[src/rtl/min_scan_ctrl.sv]
// Min-search engine: scans LEN signed words from base_adr and writes the minimum and its
// index to RES_ADR/RES_ADR+4. While it scans it owns data_mem, and CPU accesses are stalled.
module min_scan_ctrl #(
  parameter int          LEN_W   = 16,
  parameter logic [31:0] RES_ADR = 32'd2000
) (
  input  logic             clk,
  input  logic             rst_n,
  input  logic             start,
  input  logic [31:0]      base_adr,
  input  logic [LEN_W-1:0] len,
  input  logic [31:0]      cpu_adr,
  input  logic [31:0]      cpu_din,
  input  logic             cpu_mrd,
  input  logic             cpu_mwr,
  input  logic [31:0]      mem_dout,
  output logic [31:0]      mem_adr,
  output logic [31:0]      mem_din,
  output logic             mem_mrd,
  output logic             mem_mwr,
  output logic             cpu_stall,
  output logic             busy,
  output logic             done,
  output logic [31:0]      min_val,
  output logic [31:0]      min_idx
);

  typedef enum logic [2:0] {IDLE, SCAN, WR_VAL, WR_IDX, DONE} state_t;

  state_t           state_reg, state_next;
  logic [31:0]      base_reg;
  logic [LEN_W-1:0] len_reg;
  logic [LEN_W-1:0] i_reg;
  logic [31:0]      cur_min_reg;
  logic [LEN_W-1:0] cur_idx_reg;
  logic [31:0]      min_val_reg;
  logic [31:0]      min_idx_reg;
  logic [31:0]      scan_adr;

  assign scan_adr = base_reg + (32'(i_reg) << 2);

  always_ff @(posedge clk or negedge rst_n) begin
    if (!rst_n) state_reg <= IDLE;
    else        state_reg <= state_next;
  end

  always_ff @(posedge clk or negedge rst_n) begin
    if (!rst_n) begin
      base_reg    <= '0;
      len_reg     <= '0;
      i_reg       <= '0;
      cur_min_reg <= '0;
      cur_idx_reg <= '0;
      min_val_reg <= '0;
      min_idx_reg <= '0;
    end else begin
      case (state_reg)
        IDLE: begin
          if (start) begin
            base_reg <= base_adr;
            len_reg  <= len;
            i_reg    <= '0;
          end
        end
        SCAN: begin
          // Strict less-than keeps the first occurrence on ties.
          if (i_reg == '0 || $signed(mem_dout) < $signed(cur_min_reg)) begin
            cur_min_reg <= mem_dout;
            cur_idx_reg <= i_reg;
          end
          i_reg <= i_reg + 1'b1;
        end
        WR_IDX: begin
          min_val_reg <= cur_min_reg;
          min_idx_reg <= 32'(cur_idx_reg);
        end
        default: ;
      endcase
    end
  end

  always_comb begin
    state_next = state_reg;
    mem_adr    = cpu_adr;
    mem_din    = cpu_din;
    mem_mrd    = cpu_mrd;
    mem_mwr    = cpu_mwr;
    cpu_stall  = 1'b0;
    busy       = 1'b0;
    done       = 1'b0;
    case (state_reg)
      IDLE: begin
        if (start) state_next = (len == '0) ? DONE : SCAN;
      end
      SCAN: begin
        mem_adr   = scan_adr;
        mem_din   = '0;
        mem_mrd   = 1'b1;
        mem_mwr   = 1'b0;
        cpu_stall = cpu_mrd | cpu_mwr;
        busy      = 1'b1;
        if (i_reg == len_reg - 1'b1) state_next = WR_VAL;
      end
      WR_VAL: begin
        mem_adr    = RES_ADR;
        mem_din    = cur_min_reg;
        mem_mrd    = 1'b0;
        mem_mwr    = 1'b1;
        cpu_stall  = cpu_mrd | cpu_mwr;
        busy       = 1'b1;
        state_next = WR_IDX;
      end
      WR_IDX: begin
        mem_adr    = RES_ADR + 32'd4;
        mem_din    = 32'(cur_idx_reg);
        mem_mrd    = 1'b0;
        mem_mwr    = 1'b1;
        cpu_stall  = cpu_mrd | cpu_mwr;
        busy       = 1'b1;
        state_next = DONE;
      end
      DONE: begin
        done       = 1'b1;
        state_next = IDLE;
      end
      default: state_next = IDLE;
    endcase
  end

  assign min_val = min_val_reg;
  assign min_idx = min_idx_reg;

endmodule

[config.mk]
export PLATFORM = sky130hd
export DESIGN_NAME = min_scan_ctrl
export DESIGN_NICKNAME = d
export VERILOG_FILES = /design/src/rtl/min_scan_ctrl.sv
export SDC_FILE = /design/constraint.sdc
export NUM_CORES = 1
export LEC_CHECK = 0
export ABC_AREA = 1
export CAP_MARGIN = 20
export CORE_ASPECT_RATIO = 1.1
export CORE_MARGIN = 2
export CORE_UTILIZATION = 44
export CTS_CLUSTER_DIAMETER = 60
export DETAILED_ROUTE_END_ITERATION = 16
export PLACE_DENSITY = 0.88
export SKIP_LAST_GASP = 1
export SYNTH_ARGS = -nofsm -noshare
export SYNTH_HDL_FRONTEND = slang
export SYNTH_SLANG_ARGS = --single-unit
[constraint.sdc]
create_clock -name clk -period 2.5 [get_ports clk]
set_input_delay 0.5 -clock clk [delete_from_list [all_inputs] [get_ports clk]]
set_output_delay 0.5 -clock clk [all_outputs]
set_load 0.03 [all_outputs]
# Yosys cells after proc, flatten, opt, wreduce, memory -nomap -nowiden
# Index checks and enable logic that the tools add are counted.
dict set report totals {
  input_bits 149
  word_cells 44
  ff_bits 163
  out_inout_bits 133
}
dict set report classes {
  n_reduce_logical 11
  add_sub_neg 3
  n_bitwise 1
  n_lt_le_gt_ge 1
  muxes 13
  n_eq_ne 7
}
# cell n
set ops {}
lappend ops {{$pmux 32 s3} 2}
lappend ops {{$add 32x18->32} 1}
lappend ops {{$logic_not 16->1} 2}
lappend ops {{$lt 32x32->1} 1}
lappend ops {{$pmux 16 s2} 1}
lappend ops {{$add 16x1->16 const B} 1}
lappend ops {{$eq 16x16->1} 1}
lappend ops {{$mux 16} 1}
lappend ops {{$sub 16x1->16 const B} 1}
lappend ops {{$pmux 3 s4} 1}
lappend ops {{$mux 3} 3}
lappend ops {{$reduce_and 2->1} 4}
lappend ops {{$eq 3x2->1 const B} 2}
lappend ops {{$ne 2x2->1 const B} 2}
lappend ops {{$pmux 1 s2} 2}
lappend ops {{$eq 3x1->1 const B} 1}
lappend ops {{$eq 3x3->1 const B} 1}
lappend ops {{$logic_not 3->1} 1}
lappend ops {{$mux 1} 3}
lappend ops {{$reduce_or 3->1} 1}
lappend ops {{$reduce_bool 2->1} 1}
lappend ops {{$reduce_or 2->1} 1}
lappend ops {{$logic_or 1x1->1} 1}
lappend ops {{$or 1x1->1} 1}

# Logic depth before layout (Yosys ltp)
dict set report depth {
  word_depth 4
  depth_mapped 19
  mapped_depth_nobuf 17
}

# Worst setup path after synthesis
# No wires, ideal clock.
dict set report synth_path {
  kind {register to output}
  startpoint {register i_reg[0]}
  endpoint {output mem_adr[22]}
  required_ns 2.000
  t_arrival_ns 2.487
  path_slack_ns -0.487
  n_path_buf 0
  path_stages_with_launch 13
  path_cell_list {dfrtp_1 > ha_1 > inv_1 > fa_1 > nor3_1 > nor2_1 > o21bai_2 > nand2_1 > nand2_1 > nand2_1 > nand2_1 > nand2_1 > o21ai_0}
}
dict set report synth_between {
  elab_chain_cells 2
}
# element line
set synth_lines {}
lappend synth_lines {{start, declared} 33} ;# logic [LEN_W-1:0] i_reg;
lappend synth_lines {{start signal, assigned} 71} ;# i_reg <= i_reg + 1'b1;
lappend synth_lines {{$add 32x18->32} 40} ;# assign scan_adr = base_reg + (32'(i_reg) << 2);
lappend synth_lines {{$pmux 32 s3} 91} ;# case (state_reg)
lappend synth_lines {{end, declared} 17} ;# output logic [31:0] mem_adr,
# Every way passes these cells.

# Final worst setup path
dict set report layout_path {
  startpoint {register base_reg[2]}
  endpoint {output mem_adr[17]}
}
dict set report layout_between {
  elab_chain_cells 2
}
# element line
set layout_lines {}
lappend layout_lines {{start, declared} 31} ;# logic [31:0] base_reg;
lappend layout_lines {{start signal, assigned} 60} ;# base_reg <= base_adr;
lappend layout_lines {{$add 32x18->32} 40}
lappend layout_lines {{$pmux 32 s3} 91}
# Every way passes these cells.

==> Implementation_results.wiki <==
{| class="wikitable"
! Metric !! Value
|-
| Most numerous cell in the Yosys netlist || sky130_fd_sc_hd__nand2_1
|-
| Wire length of the first global-routing pass || roughly 53000 microns
|-
| Rows || between 50 and 60
|-
| Pwr dens || ~1300 nW/um^2
|-
| Remaining routing DRC violations || 0
|-
| Pre-Repair DR Iteration Count || 6
|-
| Status || finished, violations left
|-
| Worst reg2reg setup slack || about 0.28 ns
|-
| Share of flip-flops with an asynchronous set or reset || 1.000
|-
| Most area-hungry cell type in the Yosys netlist || sky130_fd_sc_hd__dfrtp_1
|-
| Vias in the first global route || between 10000 and 15000
|-
| Crit path DAT || around 2.7 ns
|-
| Register clock-pin slew on the reported worst setup and hold paths || 0.08 ns
|-
| Worst slew margin relative to its limit || 0.5395
|-
| Type of the tightest min-delay check || primary input to asynchronous set/reset pin
|-
| Final setup fails || 28
|-
| Critical path peak fanout || 3
|-
| Yosys warnings || 0
|-
| Clock tree root buffer cell || sky130_fd_sc_hd__clkbuf_16
|-
| Type of the setup path with the least slack || flop to output pin
|-
| Sequential share of power || 0.221
|-
| Number of distinct standard cells referenced by the synthesized netlist || 46
|-
| Via count normalized by instance count || roughly 5.5
|-
| Final hold violation count || 0
|-
| Area inside the core boundary || roughly 22000 sq um
|-
| IO Count || 282
|-
| Area of the mapped netlist || approximately 9900 sq um
|-
| Count of state elements after synthesis || roughly 160
|-
| Initial core utilization || 0.4479
|-
| Max-slew violation count || 0
|-
| Final WS setup || -0.6554 ns
|-
| Antenna viol nets, final || 0
|-
| Number of non-filler instances in the completed layout || 2028
|-
| Violations in the final reports || negative setup slack
|-
| Setup repair after global routing missed its margin || true
|-
| Final routed wire length divided by cell count || around 18 microns
|-
| Worst-Margin Slew || 0.6908 ns
|-
| Most area-consuming cells after synthesis || sky130_fd_sc_hd__dfrtp_1 41%, sky130_fd_sc_hd__nand2_1 19%, sky130_fd_sc_hd__ha_1 6.3%
|-
| Vias || about 11000
|-
| Number of max-capacitance violations reported || 0
|-
| DP Wirelength || approximately 24000 microns
|-
| Sum of overflow across all layers after global routing || 0
|-
| Worst clock skew || a little over 0.02 ns
|-
| Die ar. || 23650 sq um
|-
| Initial antenna violation count || 1
|-
| Leakage || 0.007412 uW
|-
| Top cells by count, synth || 495 x sky130_fd_sc_hd__nand2_1, 163 x sky130_fd_sc_hd__dfrtp_1, 119 x sky130_fd_sc_hd__o21ai_0
|-
| Port buffer count || about 270
|-
| Initial drt markers || roughly 1000
|-
| Die Span X || ~150 microns
|-
| Final period utilization || 1.262
|-
| Post-synth top flop || sky130_fd_sc_hd__dfrtp_1
|-
| Accumulated negative setup slack || -14.39 ns
|-
| Final GP Congestion || between 0.9 and 1
|-
| Share of Yosys cell area claimed by the top area cell type || 0.4133
|-
| Sw frac || 0.4972
|-
| Peak clock frequency supported by timing || 316.9 MHz
|-
| Type of element capturing the critical path || output pin
|-
| Die span in y || approximately 160 microns
|-
| Last element of the critical path || mem_adr[17]
|-
| Reg2reg path depth || 14
|-
| Maximum level of the CTS H-tree || 4
|-
| Total routing usage reported by global routing || 0.2823
|-
| Crit Reg-Reg Startpoint || cur_min_reg[9]
|-
| Number of standard cells after synthesis || 1352
|-
| Number of nets at the end of the flow || 1919
|-
| Synthesis-to-finish area growth || 53.70%
|-
| CTS tree || built
|-
| Synthesized area per cell || 7.300 sq um
|-
| Count of flip-flops with a built-in enable after synthesis || 0
|-
| Number of clock sinks seen by CTS || 163
|-
| Post-CTS Hold Fix Bufs || 0
|-
| Combinational share of power || 0.649
|-
| Fraction of final layout cells sized beyond drive strength 1 || 0.2206
|-
| Max rail drop VDD || 0.0008711 V
|-
| Minimum period implied by the final worst setup slack || ~3.2 ns
|-
| Launching instance or port of the critical path || base_reg[2]
|-
| Clock Path Buffers || 2
|-
| Part of the total power dissipated in the clock network || 0.130
|-
| Placed Cells incl. Taps || just under 2000
|-
| Area post-placement || ~13000 sq um
|-
| Psw || around 10000 uW
|-
| Routed WL || 36560 microns
|-
| Startpoint kind of the worst setup timing path || flop
|-
| WP data required || about 2 ns
|-
| Summed area of non-filler cells in the final layout || between 15000 and 20000 sq um
|-
| Internal Pwr Total || between 10000 and 15000 uW
|-
| Source-to-sink clock delay at the later pin of the worst-skew pair || approximately 0.45 ns
|-
| Critical R2R Capture || cur_min_reg[5]
|-
| Seq/Total Area, Yosys || 0.4133
|-
| CTS Buf Count || 17
|-
| Largest net degree at the start of global routing || 78
|}
## worst max-delay path, stage by stage, from the launching register on
cell and delay, ns:
sky130_fd_sc_hd__dfrtp_1 0.36, sky130_fd_sc_hd__ha_2 0.18, sky130_fd_sc_hd__inv_2 0.04, sky130_fd_sc_hd__buf_4 0.12, sky130_fd_sc_hd__buf_4 0.12, sky130_fd_sc_hd__buf_4 0.15
sky130_fd_sc_hd__nor3_4 0.21, sky130_fd_sc_hd__nor2_4 0.08, sky130_fd_sc_hd__o21ai_2 0.16, sky130_fd_sc_hd__nand2_1 0.12, sky130_fd_sc_hd__nand3b_1 0.15, sky130_fd_sc_hd__nand2_2 0.10
sky130_fd_sc_hd__nand2_1 0.07, sky130_fd_sc_hd__nand2_1 0.05, sky130_fd_sc_hd__o21ai_2 0.14, sky130_fd_sc_hd__buf_6 0.15
## power groups by stage
stage | clock network (uW) | registers (uW) | logic [uW]
after CTS | 2610 | 4370 | 12100
final | 2620 | 4430 | 13000
after global routing | 2740 | 4540 | 13900
after global placement | 0 | 4310 | 11000
after floorplan | 0 | 4800 | 6390
after detailed placement | 0 | 4370 | 11300
## final cells by class
cell class	instances	area, sq um
fill	1599	6868
timing repair buffer	401	3829
antenna	1	2.502
inverter	120	457.9
multi-input combinational	1016	5844
clock buffer	17	425.4
sequential	163	4080
tap	295	369.1
clock inverter	15	161.4
## through the flow
| step | setup slack (ns) | total power (uW) | util | hold WS [ns] |
|---|---|---|---|---|
| after floorplan | -0.02683 | 11190 | - | 0.2044 |
| after global placement | -0.3921 | 15350 | 0.6069 | 0.4527 |
| after detailed placement | -0.4606 | 15690 | 0.6069 | 0.4575 |
| after CTS | -0.5498 | 19050 | 0.6641 | 0.02305 |
| after global routing | -0.7799 | 21220 | 0.6882 | 0.03830 |
| final | -0.6554 | 20070 | 0.6884 | 0.001647 |
## how the worst min path moves through the flow
stage	endpoint	startpoint	slack, ns	cells after the start
6_report	i_reg[8]	rst_n	0.002	1
5_1_grt	i_reg[11]	rst_n	0.04	1
4_1_cts	base_reg[0]	rst_n	0.02	1
3_5_place_dp	min_idx[4]	min_idx[4]	0.46	2
3_3_place_gp	cur_min_reg[28]	cur_min_reg[28]	0.45	2
2_1_floorplan	base_reg[0]	rst_n	0.20	0
## layer usage
| metal | global-route usage | part of all wire | vias to the layer above |
|---|---|---|---|
| met4 | 0.1289 | 0.058 | 0 |
| met2 | 0.4945 | 0.49 | 705 |
| met1 | 0.3307 | 0.36 | 5200 |
| met5 | 0 | 0 | - |
| met3 | 0.06271 | 0.090 | 190 |
| li1 | - | - | 5098 |
## placed cells by master (no fill, tap or decap), types with 14 or more instances in the layout
cell	instances
sky130_fd_sc_hd__nand2_1	471
sky130_fd_sc_hd__clkdlybuf4s50_1	196
sky130_fd_sc_hd__dfrtp_1	162
sky130_fd_sc_hd__buf_4	145
sky130_fd_sc_hd__inv_1	107
sky130_fd_sc_hd__o21ai_0	88
sky130_fd_sc_hd__nand3_1	79
sky130_fd_sc_hd__nor2_1	52
sky130_fd_sc_hd__buf_6	47
sky130_fd_sc_hd__ha_1	35
sky130_fd_sc_hd__a21oi_1	30
sky130_fd_sc_hd__nand2_2	22
sky130_fd_sc_hd__o211ai_1	19
sky130_fd_sc_hd__clkbuf_16	17
sky130_fd_sc_hd__o21ai_1	16
sky130_fd_sc_hd__xor2_1	16
sky130_fd_sc_hd__conb_1	16
sky130_fd_sc_hd__a21oi_4	14
## logic make-up (layout without fill, tap and decap cells)
family	after synthesis	count (layout)	share of synthesized area
adder cells (fa/ha/maj)	51	51	0.06542
AO/OA/AOI/OAI	212	212	0.1173
flip-flops	163	163	0.4133
XOR/XNOR	26	26	0.02307
AND/OR/NAND/NOR	709	709	0.2961
other	1	17	0.0003800
multiplexers	2	2	0.002155
buffers and inverters	188	553	0.08228
## what timing repair did
action	CTS	global route
hold endpoints to repair	0	0
endpoints found under the setup margin	62	45
pin swaps	41	60
gates resized for setup	147	99
setup buffers	15	19
No activity file was read; power rests on OpenSTA's default activity.
